`config.mk`:
```
export PLATFORM = sky130hd
export DESIGN_NAME = byte_decode
export DESIGN_NICKNAME = d
export VERILOG_FILES = /design/src/rtl/byte_decode.sv
export SDC_FILE = /design/constraint.sdc
export NUM_CORES = 1
export LEC_CHECK = 0
export BUFFER_PORTS_ARGS = -buffer_cell sky130_fd_sc_hd__buf_2
export CAP_MARGIN = 20
export CORE_MARGIN = 2
export CORE_UTILIZATION = 40
export DETAILED_ROUTE_END_ITERATION = 8
export GPL_ROUTABILITY_DRIVEN = 0
export HOLD_SLACK_MARGIN = 0.05
export PLACE_DENSITY = 0.63
export SYNTH_ARGS = -nofsm -noshare
export SYNTH_HDL_FRONTEND = slang
export SYNTH_SLANG_ARGS = --single-unit
```
`constraint.sdc`:
```
create_clock -name i_clk -period 7.51 [get_ports i_clk]
set_clock_uncertainty 0.15 [all_clocks]
set_input_delay 0.751 -clock i_clk [delete_from_list [all_inputs] [get_ports i_clk]]
set_output_delay 0.751 -clock i_clk [all_outputs]
set_load 0.02 [all_outputs]
```
`src/rtl/byte_decode.sv`:
```
// byte_decode: streaming ByteDecode_d unpacker for one Kyber polynomial.
// A little-endian packed byte stream is collected LSB-first into a small bit
// buffer and emitted as NCOEFF coefficients of d bits each (1 <= d <= 11).
// Coefficients are zero-extended to 11 bits so they can feed decompress
// directly, and the latched d is exported alongside them.
module byte_decode #(
  parameter int NCOEFF = 256,
  parameter int BUF_W  = 24
) (
  input  logic        i_clk,
  input  logic        i_rstn,
  input  logic        i_start,
  input  logic [3:0]  i_d,
  input  logic [7:0]  i_byte,
  input  logic        i_byte_valid,
  output logic        o_byte_ready,
  output logic [10:0] o_coeff,
  output logic        o_coeff_valid,
  input  logic        i_coeff_ready,
  output logic [7:0]  o_coeff_idx,
  output logic [3:0]  o_d,
  output logic        o_busy,
  output logic        o_done,
  output logic        o_err
);

  // Fill count spans 0..BUF_W inclusive.
  localparam int CNT_W = $clog2(BUF_W + 1);
  // Byte counter must reach NCOEFF*11/8 for the widest legal d.
  localparam int BIN_W = $clog2((NCOEFF / 8) * 11 + 1);
  // A byte may only enter while it still fits entirely in the buffer.
  localparam logic [CNT_W-1:0] CNT_BYTE_MAX = CNT_W'(BUF_W - 8);
  localparam logic [7:0]       LAST_IDX     = 8'(NCOEFF - 1);

  typedef enum logic {
    ST_IDLE = 1'b0,
    ST_RUN  = 1'b1
  } state_t;

  state_t             state_reg;
  logic [BUF_W-1:0]   bit_buf_reg;
  logic [BUF_W-1:0]   bit_buf_next;
  logic [CNT_W-1:0]   cnt_reg;
  logic [CNT_W-1:0]   cnt_next;
  logic [3:0]         d_reg;
  logic [BIN_W-1:0]   bytes_in_reg;
  logic [7:0]         coeffs_out_reg;
  logic               done_reg;
  logic               err_reg;

  logic               run;
  logic               start_legal;
  logic               byte_fire;
  logic               coeff_fire;
  logic               last_coeff;
  logic [CNT_W-1:0]   d_ext;
  logic [CNT_W-1:0]   ins_pos;
  logic [BIN_W-1:0]   byte_limit;
  logic [BUF_W-1:0]   shifted;
  logic [BUF_W-1:0]   byte_placed;

  assign run         = (state_reg == ST_RUN);
  assign start_legal = (i_d != 4'd0) && (i_d <= 4'd11);
  assign d_ext       = CNT_W'(d_reg);

  // A polynomial at width d occupies exactly NCOEFF*d/8 bytes; refuse any more.
  assign byte_limit  = BIN_W'(d_reg) * BIN_W'(NCOEFF / 8);

  // Flow control depends only on registered state, never on the partner's
  // valid/ready, so there is no combinational path through the block.
  assign o_byte_ready  = run && (cnt_reg <= CNT_BYTE_MAX) && (bytes_in_reg < byte_limit);
  assign o_coeff_valid = run && (cnt_reg >= d_ext);

  assign byte_fire  = i_byte_valid && o_byte_ready;
  assign coeff_fire = o_coeff_valid && i_coeff_ready;
  assign last_coeff = (coeffs_out_reg == LAST_IDX);

  assign o_coeff_idx = coeffs_out_reg;
  assign o_d         = d_reg;
  assign o_busy      = run;
  assign o_done      = done_reg;
  assign o_err       = err_reg;

  // The coefficient is the low d bits of the buffer; bits at or above d are
  // forced to zero so stale buffered bits never leak into the output.
  genvar gi;
  generate
    for (gi = 0; gi < 11; gi++) begin : g_coeff_bit
      assign o_coeff[gi] = (d_reg > 4'(gi)) ? bit_buf_reg[gi] : 1'b0;
    end
  endgenerate

  // Next buffer/fill: consume d bits from the bottom, then append the new byte
  // just above the bits that remain after that consumption.
  always_comb begin
    shifted      = bit_buf_reg;
    ins_pos      = cnt_reg;
    byte_placed  = '0;
    bit_buf_next = bit_buf_reg;
    cnt_next     = cnt_reg;

    if (coeff_fire) begin
      shifted = bit_buf_reg >> d_reg;
      ins_pos = cnt_reg - d_ext;
    end

    if (byte_fire) begin
      byte_placed = BUF_W'(i_byte) << ins_pos;
    end

    // Bits above cnt are always zero, so OR-ing in the byte is a clean insert.
    bit_buf_next = shifted | byte_placed;
    cnt_next     = cnt_reg
                 + (byte_fire  ? CNT_W'(8) : CNT_W'(0))
                 - (coeff_fire ? d_ext     : CNT_W'(0));
  end

  // Control FSM plus all datapath state; done/err are single-cycle pulses.
  always_ff @(posedge i_clk or negedge i_rstn) begin
    if (!i_rstn) begin
      state_reg      <= ST_IDLE;
      bit_buf_reg    <= '0;
      cnt_reg        <= '0;
      d_reg          <= '0;
      bytes_in_reg   <= '0;
      coeffs_out_reg <= '0;
      done_reg       <= 1'b0;
      err_reg        <= 1'b0;
    end else begin
      done_reg <= 1'b0;
      err_reg  <= 1'b0;

      case (state_reg)
        ST_IDLE: begin
          if (i_start) begin
            if (start_legal) begin
              state_reg      <= ST_RUN;
              d_reg          <= i_d;
              bit_buf_reg    <= '0;
              cnt_reg        <= '0;
              bytes_in_reg   <= '0;
              coeffs_out_reg <= '0;
            end else begin
              // Illegal width: report it and leave every counter untouched.
              err_reg <= 1'b1;
            end
          end
        end

        ST_RUN: begin
          // i_start is deliberately ignored while a polynomial is in flight.
          bit_buf_reg <= bit_buf_next;
          cnt_reg     <= cnt_next;
          if (byte_fire) begin
            bytes_in_reg <= bytes_in_reg + BIN_W'(1);
          end
          if (coeff_fire) begin
            coeffs_out_reg <= coeffs_out_reg + 8'd1;
            // 256*d is a multiple of 8, so the buffer is empty right here.
            if (last_coeff) begin
              state_reg <= ST_IDLE;
              done_reg  <= 1'b1;
            end
          end
        end

        default: begin
          state_reg <= ST_IDLE;
        end
      endcase
    end
  end

endmodule

```
; ---- After elaboration in Yosys (flattened, before gate mapping)
; Index checks and enable logic that the tools add are counted.
[totals]
output_inout_bits = 28
ff_bits = 53
[classes]
n_lt_le_gt_ge = 15
n_shift = 2
n_mux = 41
eq_ne = 5
reduce_logical = 11
n_addsub = 5
n_bitwise = 2
[ops]
columns = cell, n
row1 = two-way mux 24 bit, 4
row2 = case mux 24 bit (2 select lines), 1
row3 = two-way mux 9 bit, 3
row4 = two-way mux 8 bit, 3
row5 = OR 24 bit, 1
row6 = left shift 8 x 5 -> 24 bit, 1
row7 = right shift 24 x 4 -> 24 bit, 1
row8 = two-way mux 1 bit, 21
row9 = case mux 9 bit (2 select lines), 1
row10 = "greater-than comparator 4 x 3 -> 1 bit, second input constant", 4
row11 = case mux 8 bit (2 select lines), 1
row12 = two-way mux 5 bit, 3
row13 = "greater-than comparator 4 bit, second input constant", 3
row14 = case mux 5 bit (2 select lines), 1
row15 = subtractor 5 x 4 -> 5 bit, 2
row16 = "adder 9 x 1 -> 9 bit, second input constant", 1
row17 = < comparator 9 bit, 1
row18 = AND reduction 3 bit, 3
row19 = "adder 8 x 1 -> 8 bit, second input constant", 1
row20 = "== test 8 bit, second input constant", 1
row21 = "greater-than comparator 4 x 1 -> 1 bit, second input constant", 2
row22 = "greater-than comparator 4 x 2 -> 1 bit, second input constant", 2
row23 = two-way mux 4 bit, 2
row24 = logical AND 1 bit, 6
row25 = 10 further kinds, 12

; ---- Logic depth before layout (Yosys ltp)
; Gate-level depths: netlist (run 1).
[logic_depth]
depth_word = 8
depth_mapped = 20
mapped_depth_nobuf = 15

; ---- Worst setup path before layout (run 1)
; Ideal clock, no wire load.
[synth_timing]
path_type = register -> register
startpoint = register d_reg[2], in the netlist o_d[2]
endpoint = register cnt_reg[4]
setup_slack_ps = 3043
t_arrival_ps = 4222
path_stages_with_launch = 20
synth_period_minus_slack_ps = 4467
path_buffers = 5
path_cell_list = dfrtp_1 > clkbuf_1 > clkinv_1 > clkbuf_1 > ha_1 > or2_1 > o221a_4 > o21bai_4 > buf_6 > buf_2 > buf_1 > nor2_1 > fa_1 > inv_1 > ha_1 > a21oi_1 > xor2_1 > a21o_1 > nand2_1 > o31ai_1
[synth_via]
elab_chain_cells = 7
[synth_lines]
columns = element, line_no
row1 = from (decl), 45  ; logic [3:0] d_reg;
row2 = from (signal assigned), 138  ; d_reg <= i_d;
row3 = < comparator 9 bit, 71  ; assign o_byte_ready = run && (cnt_reg <= CNT_BYTE_MAX) && (bytes_in_reg < byte_limit);
row4 = logical AND 1 bit, 71
row5 = logical AND 1 bit, 74  ; assign byte_fire = i_byte_valid && o_byte_ready;
row6 = two-way mux 4 bit, 114  ; + (byte_fire ? CNT_W'(8) : CNT_W'(0))
row7 = adder 5 x 4 -> 5 bit, 114
row8 = subtractor 5 x 4 -> 5 bit (*), 115  ; - (coeff_fire ? d_ext : CNT_W'(0));
row9 = case mux 5 bit (2 select lines) (*), 133  ; case (state_reg)
row10 = to (signal assigned), 153  ; cnt_reg <= cnt_next;
row11 = to (decl), 43  ; logic [CNT_W-1:0] cnt_reg;
; Every way passes the cells marked *; elsewhere a longest branch is shown, timed or not.
; A chain may end at the register's enable or synchronous reset.

; ---- Worst setup path in the final report (run 1)
; Same ends and word-level chain as after synthesis.

==> results of run 1 <==
[power breakdown]
part,switching [mW],leakage (nW),internal [mW]
clock,0.115,0.0702,0.125
sequential,0.134,0.661,0.381
combinational,0.681,1.53,0.461
[worst reg2reg max path, stage by stage, from the launching register on]
cell	delay [ns]
dfrtp_1	0.95
clkinv_1	0.16
buf_4	0.27
ha_1	0.28
or2_1	0.25
o221a_4	0.25
o21bai_4	0.30
buf_4	0.44
nor2_1	0.12
fa_1	0.51
inv_1	0.05
ha_1	0.32
a21oi_1	0.17
xor2_1	0.22
a21o_1	0.14
nand2_1	0.05
o31ai_1	0.08
[per-layer routing]
metal  vias up  global-route usage (%)  part of all wire (%)
met5         -                       0                     0
met4         0                    7.41                   2.8
met3        27                    2.70                   7.0
met2       193                    35.7                    45
met1      2084                    34.6                    46
li1       2037                       -                     -
[metrics by stage]
step | setup slack [ns] | cell area (um^2) | hold slack (ns)
after detailed placement | 2.77 | 4810 | 0.356
after CTS | 2.76 | 4960 | 0.366
after global placement | 2.93 | 4810 | 0.338
final | 2.72 | 4960 | 0.361
after floorplan | 3.04 | 4510 | 0.305
after global routing | 2.41 | 4960 | 0.380
[worst min-delay path by stage]
| stage | to | slack (ns) | cells past startpoint | startpoint |
|---|---|---|---|---|
| detailed placement | bytes_in_reg[0] | 0.36 | 1 | bytes_in_reg[0] |
| floorplan | bit_buf_reg[0] | 0.31 | 0 | i_rstn |
| global route | bytes_in_reg[0] | 0.38 | 1 | bytes_in_reg[0] |
| global placement | bytes_in_reg[0] | 0.34 | 1 | bytes_in_reg[0] |
| finish | bytes_in_reg[0] | 0.36 | 1 | bytes_in_reg[0] |
| CTS | bytes_in_reg[0] | 0.37 | 1 | bytes_in_reg[0] |
[placed cells by master, fill, tap and decap left out, types with 5 or more instances in the layout]
cell type	n
a211oi_1	21
nand3_1	13
o21ai_0	35
buf_2	44
a22oi_1	7
and2_1	5
o22ai_1	6
and3_1	7
o221ai_1	9
a31oi_1	7
dfrtp_1	53
a21o_1	5
mux2i_1	48
buf_4	8
xnor2_1	5
xor2_1	8
nand2_1	59
mux2_2	5
ha_1	15
clkbuf_16	5
nor3_1	16
nor2_1	49
nand4_1	7
a21oi_1	31
inv_1	9
[final cells by class]
type                            instances  share of cell area [%]
Clock buffer                            5                    2.52
Clock inverter                          3                   0.429
Timing Repair Buffer                   52                    5.66
Tap cell                              140                    3.53
Inverter                               12                   0.909
Multi-Input combinational cell        434                    60.2
Sequential cell                        53                    26.8
[cells by family (layout without fill, tap and decap cells)]
| group | count (synthesis) | after routing | synth area share, % |
|---|---|---|---|
| mux | 61 | 61 | 15.0 |
| buf+inv | 47 | 72 | 4.63 |
| simple gates | 176 | 176 | 17.7 |
| compound gates | 166 | 166 | 25.3 |
| flops | 53 | 53 | 29.4 |
| fa+ha+maj | 18 | 18 | 5.49 |
| xor+xnor | 13 | 13 | 2.52 |
==> metrics.yaml, run 1 <==
final_layout:
  fin_cells: 699
  drive_gt1_share_pct: 14.3
  regArea_um2: 1330
  final_core_util_pct: 45.3
  largest_reg_flops: 24
  multiInputGateArea_um2: 2980
  syn_to_final_growth_pct: 9.78
  diodes: 0
  num-fill-cells: 1111
  nets: 593
logic_synthesis:
  async_flop_share_pct: 100
  synth-main-ff-cell: "dfrtp_1"
  avgSynthCellArea_um2: 8.45
  synth_most_common_cell: "nand2_1"
  ys_top_cells_by_count: "nand2_1 (59), dfrtp_1 (53), nor2_1 (49)"
  synth_edf_count: 0
  ys_top_cells_by_area: "dfrtp_1 (29%), mux2i_1 (11%), nand2_1 (4.9%)"
  synth_largest_area_cell: "dfrtp_1"
  ys_ff_latch: 53
  postSynthCellCount: 534
  yosysTopAreaCellShare_pct: 29.4
  synth_warnings: 0
  synthesis.nets: 569
  synth.cell_area_um2: 4510
  seq_area_frac_synth_pct: 29.4
  synth.distinct_cells: 66
job:
  cap_viol_max_count: 0
floorplanning:
  dieWidth_um: 110
  placement_rows: 38
  core-area_um2: 10900
  die_area_um2: 12200
  ios: 45
  start_util_pct: 41.3
  die_y_um: 110
cts:
  cts_root_buf: "clkbuf_16"
  cts_buffers: 5
  cts_hold_buffers: 0
  postCtsSetupRepairBufs: 0
  cts_resized: 0
  cts_buffer_depth: 2
  cts_tree: "done"
  insertion_delay_ns: 0.30
  numClockSinks: 53
  path_clk_slew_ns: 0.07
  htreeDepth: 2
setup_path:
  path_delay_family: "adder cells"
  worstSetupEndpoint: "cnt_reg[4]"
  crit_slowest_cell: "dfrtp_1"
  r2r_setup_slack_ns: 2.72
  path_cells: "clkinv_1 > buf_4 > ha_1 > or2_1 > o221a_4 > o21bai_4 > buf_4 > nor2_1 > fa_1 > inv_1 > ha_1 > a21oi_1 > xor2_1 > a21o_1 > nand2_1 > o31ai_1"
  worstPathRequired_ns: 7.57
  worstPathArrival_ns: 4.85
  endpoint_kind: "flop"
  start_kind: "flop"
  rr_startpoint: "o_d[2]"
  crit_cells: 16
  worstSetupPathType: "reg2reg"
  startpoint: "o_d[2]"
  reg2reg_depth: 16
  cp_max_fo: 40
  timing.critical_path.buf_inv: 4
  r2r-end: "cnt_reg[4]"
  slowest_delay_ns: 0.95
placement:
  place_hpwl_mm: 10.0
  dp.cells: 691
  io_buffers: 44
detailed_routing:
  routedWlPerCell_um: 19.8
  vias: 4341
  ant_nets: 0
  drcViolationCount: 0
  routed_via_density: 6.21
  totalWireLength_mm: 13.8
  dr.pass1.iters: 5
  drt_iter0_drc: 471
worst_hold_path:
  hold_class: "reg2reg"
pwr:
  power_mw: 1.90
  peakVddDrop_uv: 238
  p_leak_nw: 2.26
  powerDensity_nw_per_um2: 383
run_status:
  outcome: "finished clean"
timing:
  slew-limit-headroom_pct: 38.1
  setup_violations: 0
  fin_crit_sh_pct: 63.8
  tns_ns: 0
  rsz0062_at_grt: "false"
  report.final.hold_viol_count: 0
  slew_viol_final: 0
  max_freq_mhz: 209
  worst_pin_slew_ns: 0.911
  min_period_ns: 4.79
global_routing:
  grt_max_degree: 54
  grt_pass1_vias: 3985
  grt_pass1_wl_mm: 21.8
  grt_overflow: 0
  grt.total_usage_pct: 23.4
  antenna_found_initial: 0
(Power assumes the default switching activity.)
==> run 2: changes to the inputs <==
- clock period: 7.51 -> 4.93 ns (I/O delays scaled with it)
==> run 2 against run 1 <==
Maximum frequency up 34%; non-clock buffer count up 2; critical path depth down 4; clock power up 73%; sequential share of layout area down 0.19 points; flip-flop and latch count unchanged; worst setup slack worse by 1.4 ns; die area unchanged; via count up 2.3%; routed wire length up 2.7%; sequential power up 53%; critical path type unchanged; critical endpoint unchanged; largest cell class unchanged; largest power group unchanged; highest routed layer unchanged.
==> metrics.yaml, run 2 (synthesis gave the netlist of run 1 again) <==
timing:
  slew_viol_final: 0
  max_freq_mhz: 280
  fin_crit_sh_pct: 72.3
  slew-limit-headroom_pct: 30.4
  report.final.hold_viol_count: 0
  setup_violations: 0
  tns_ns: 0
  rsz0062_at_grt: "false"
  worst_pin_slew_ns: 1.04
  min_period_ns: 3.57
  hold_slack_ns: 0.169
setup_path:
  cp_max_fo: 23
  worstSetupPathType: "reg2reg"
  endpoint_kind: "flop"
  worstPathArrival_ns: 3.62
  r2r_setup_slack_ns: 1.36
  reg2reg_depth: 12
  startpoint: "o_busy"
  start_kind: "flop"
  worstPathRequired_ns: 4.98
  worstSetupEndpoint: "cnt_reg[4]"
  r2r-end: "cnt_reg[4]"
  rr_startpoint: "o_busy"
pwr:
  share_comb_of_total_power_pct: 59.1
  p_leak_nw: 2.28
  switching_share_pct: 48.0
  power_frac_clock_pct: 14.1
  power_mw: 2.93
  peakVddDrop_uv: 346
  seqPwrFrac_pct: 26.8
  power.switching_mw: 1.41
  intPower_mw: 1.53
  powerDensity_nw_per_um2: 588
final_layout:
  mostFrequentLayoutCells: "nand2_1 (59), dfrtp_1 (53), nor2_1 (49)"
  num-fill-cells: 1108
  regArea_um2: 1330
  diodes: 0
  multiInputGateArea_um2: 2980
  nets: 595
  drive_gt1_share_pct: 14.4
  final_design_area_no_fill_um2: 4990
  syn_to_final_growth_pct: 10.6
  layout_commonest_cell: "nand2_1"
  largest_reg_flops: 24
global_routing:
  grt_pass1_vias: 4148
  antenna_found_initial: 0
  grt.total_usage_pct: 24.3
  grt_max_degree: 54
  grt_overflow: 0
  grt_pass1_wl_mm: 22.7
detailed_routing:
  vias: 4442
  drcViolationCount: 0
  ant_nets: 0
  routed_via_density: 6.34
  routedWlPerCell_um: 20.2
  totalWireLength_mm: 14.2
  dr.pass1.iters: 5
  drt_iter0_drc: 426
cts:
  cts_hold_buffers: 0
  numClockSinks: 53
  cts_tree: "done"
  htreeDepth: 2
  cts_buffers: 5
  cts_resized: 0
  cts_buffer_depth: 2
  path_clk_slew_ns: 0.08
  cts_root_buf: "clkbuf_16"
  insertion_delay_ns: 0.30
  postCtsSetupRepairBufs: 0
worst_hold_path:
  hold_class: "in2async"
floorplanning:
  die_y_um: 110
  core-area_um2: 10900
  ios: 45
  start_util_pct: 41.3
  dieWidth_um: 110
  die_area_um2: 12200
  placement_rows: 38
placement:
  place_hpwl_mm: 10.1
  dpl_cell_area_um2: 4820
  io_buffers: 44
run_status:
  outcome: "finished clean"
job:
  cap_viol_max_count: 0
run 2: worst max-delay path, cell delays in order (launching register included):
cell	delay [ns]
dfrtp_1	1.04
nand2b_1	0.19
nor2_1	0.12
and3b_1	0.30
inv_2	0.16
fa_1	0.51
inv_1	0.04
ha_1	0.31
a21oi_1	0.17
xor2_1	0.21
a21o_1	0.15
nand2_1	0.05
o31ai_1	0.07
run 2: cell type report:
| type | instances | share of cell area, % |
|---|---|---|
| multi-input combinational | 434 | 59.7 |
| sequential | 53 | 26.6 |
| timing repair buffer | 54 | 5.91 |
| tap | 140 | 3.51 |
| clock buffer | 6 | 2.58 |
| inverter | 12 | 0.902 |
| clock inverter | 2 | 0.777 |
run 2: metrics by stage:
stage	worst slack [ns]	std cells	util [%]
floorplan	0.463	534	-
global placement	1.52	693	44.1
detailed placement	1.47	693	44.1
CTS	1.46	701	45.7
global route	1.12	701	45.7
finish	1.36	701	45.7
run 2: metal layers:
metal  routed length, um  part of all wire [%]  vias to the layer above  GRT usage (%)
met4                 372                   2.6                        0           8.84
met1                6320                    45                     2149           35.9
met5                   0                     0                        -              0
li1                    -                     -                     2044              -
met2                6240                    44                      220           35.5
met3                1250                   8.8                       29           4.17
run 2: how the worst min path moves through the flow:
| stage | startpoint | end | slack, ns | cells after the start |
|---|---|---|---|---|
| 4_1_cts | i_rstn | bit_buf_reg[0] | 0.21 | 2 |
| 3_3_place_gp | bytes_in_reg[0] | bytes_in_reg[0] | 0.34 | 1 |
| 2_1_floorplan | i_rstn | bit_buf_reg[0] | 0.05 | 0 |
| 6_report | i_rstn | bit_buf_reg[0] | 0.17 | 2 |
| 5_1_grt | i_rstn | bit_buf_reg[2] | 0.23 | 2 |
| 3_5_place_dp | bytes_in_reg[0] | bytes_in_reg[0] | 0.35 | 1 |
run 2: power groups by stage:
| stage | logic [mW] | clock network (mW) | registers [mW] |
|---|---|---|---|
| 2_1_floorplan | 1.31 | 0 | 0.738 |
| 3_3_place_gp | 1.67 | 0 | 0.780 |
| 6_report | 1.73 | 0.413 | 0.787 |
| 5_1_grt | 1.92 | 0.441 | 0.806 |
| 4_1_cts | 1.72 | 0.418 | 0.778 |
| 3_5_place_dp | 1.71 | 0 | 0.786 |
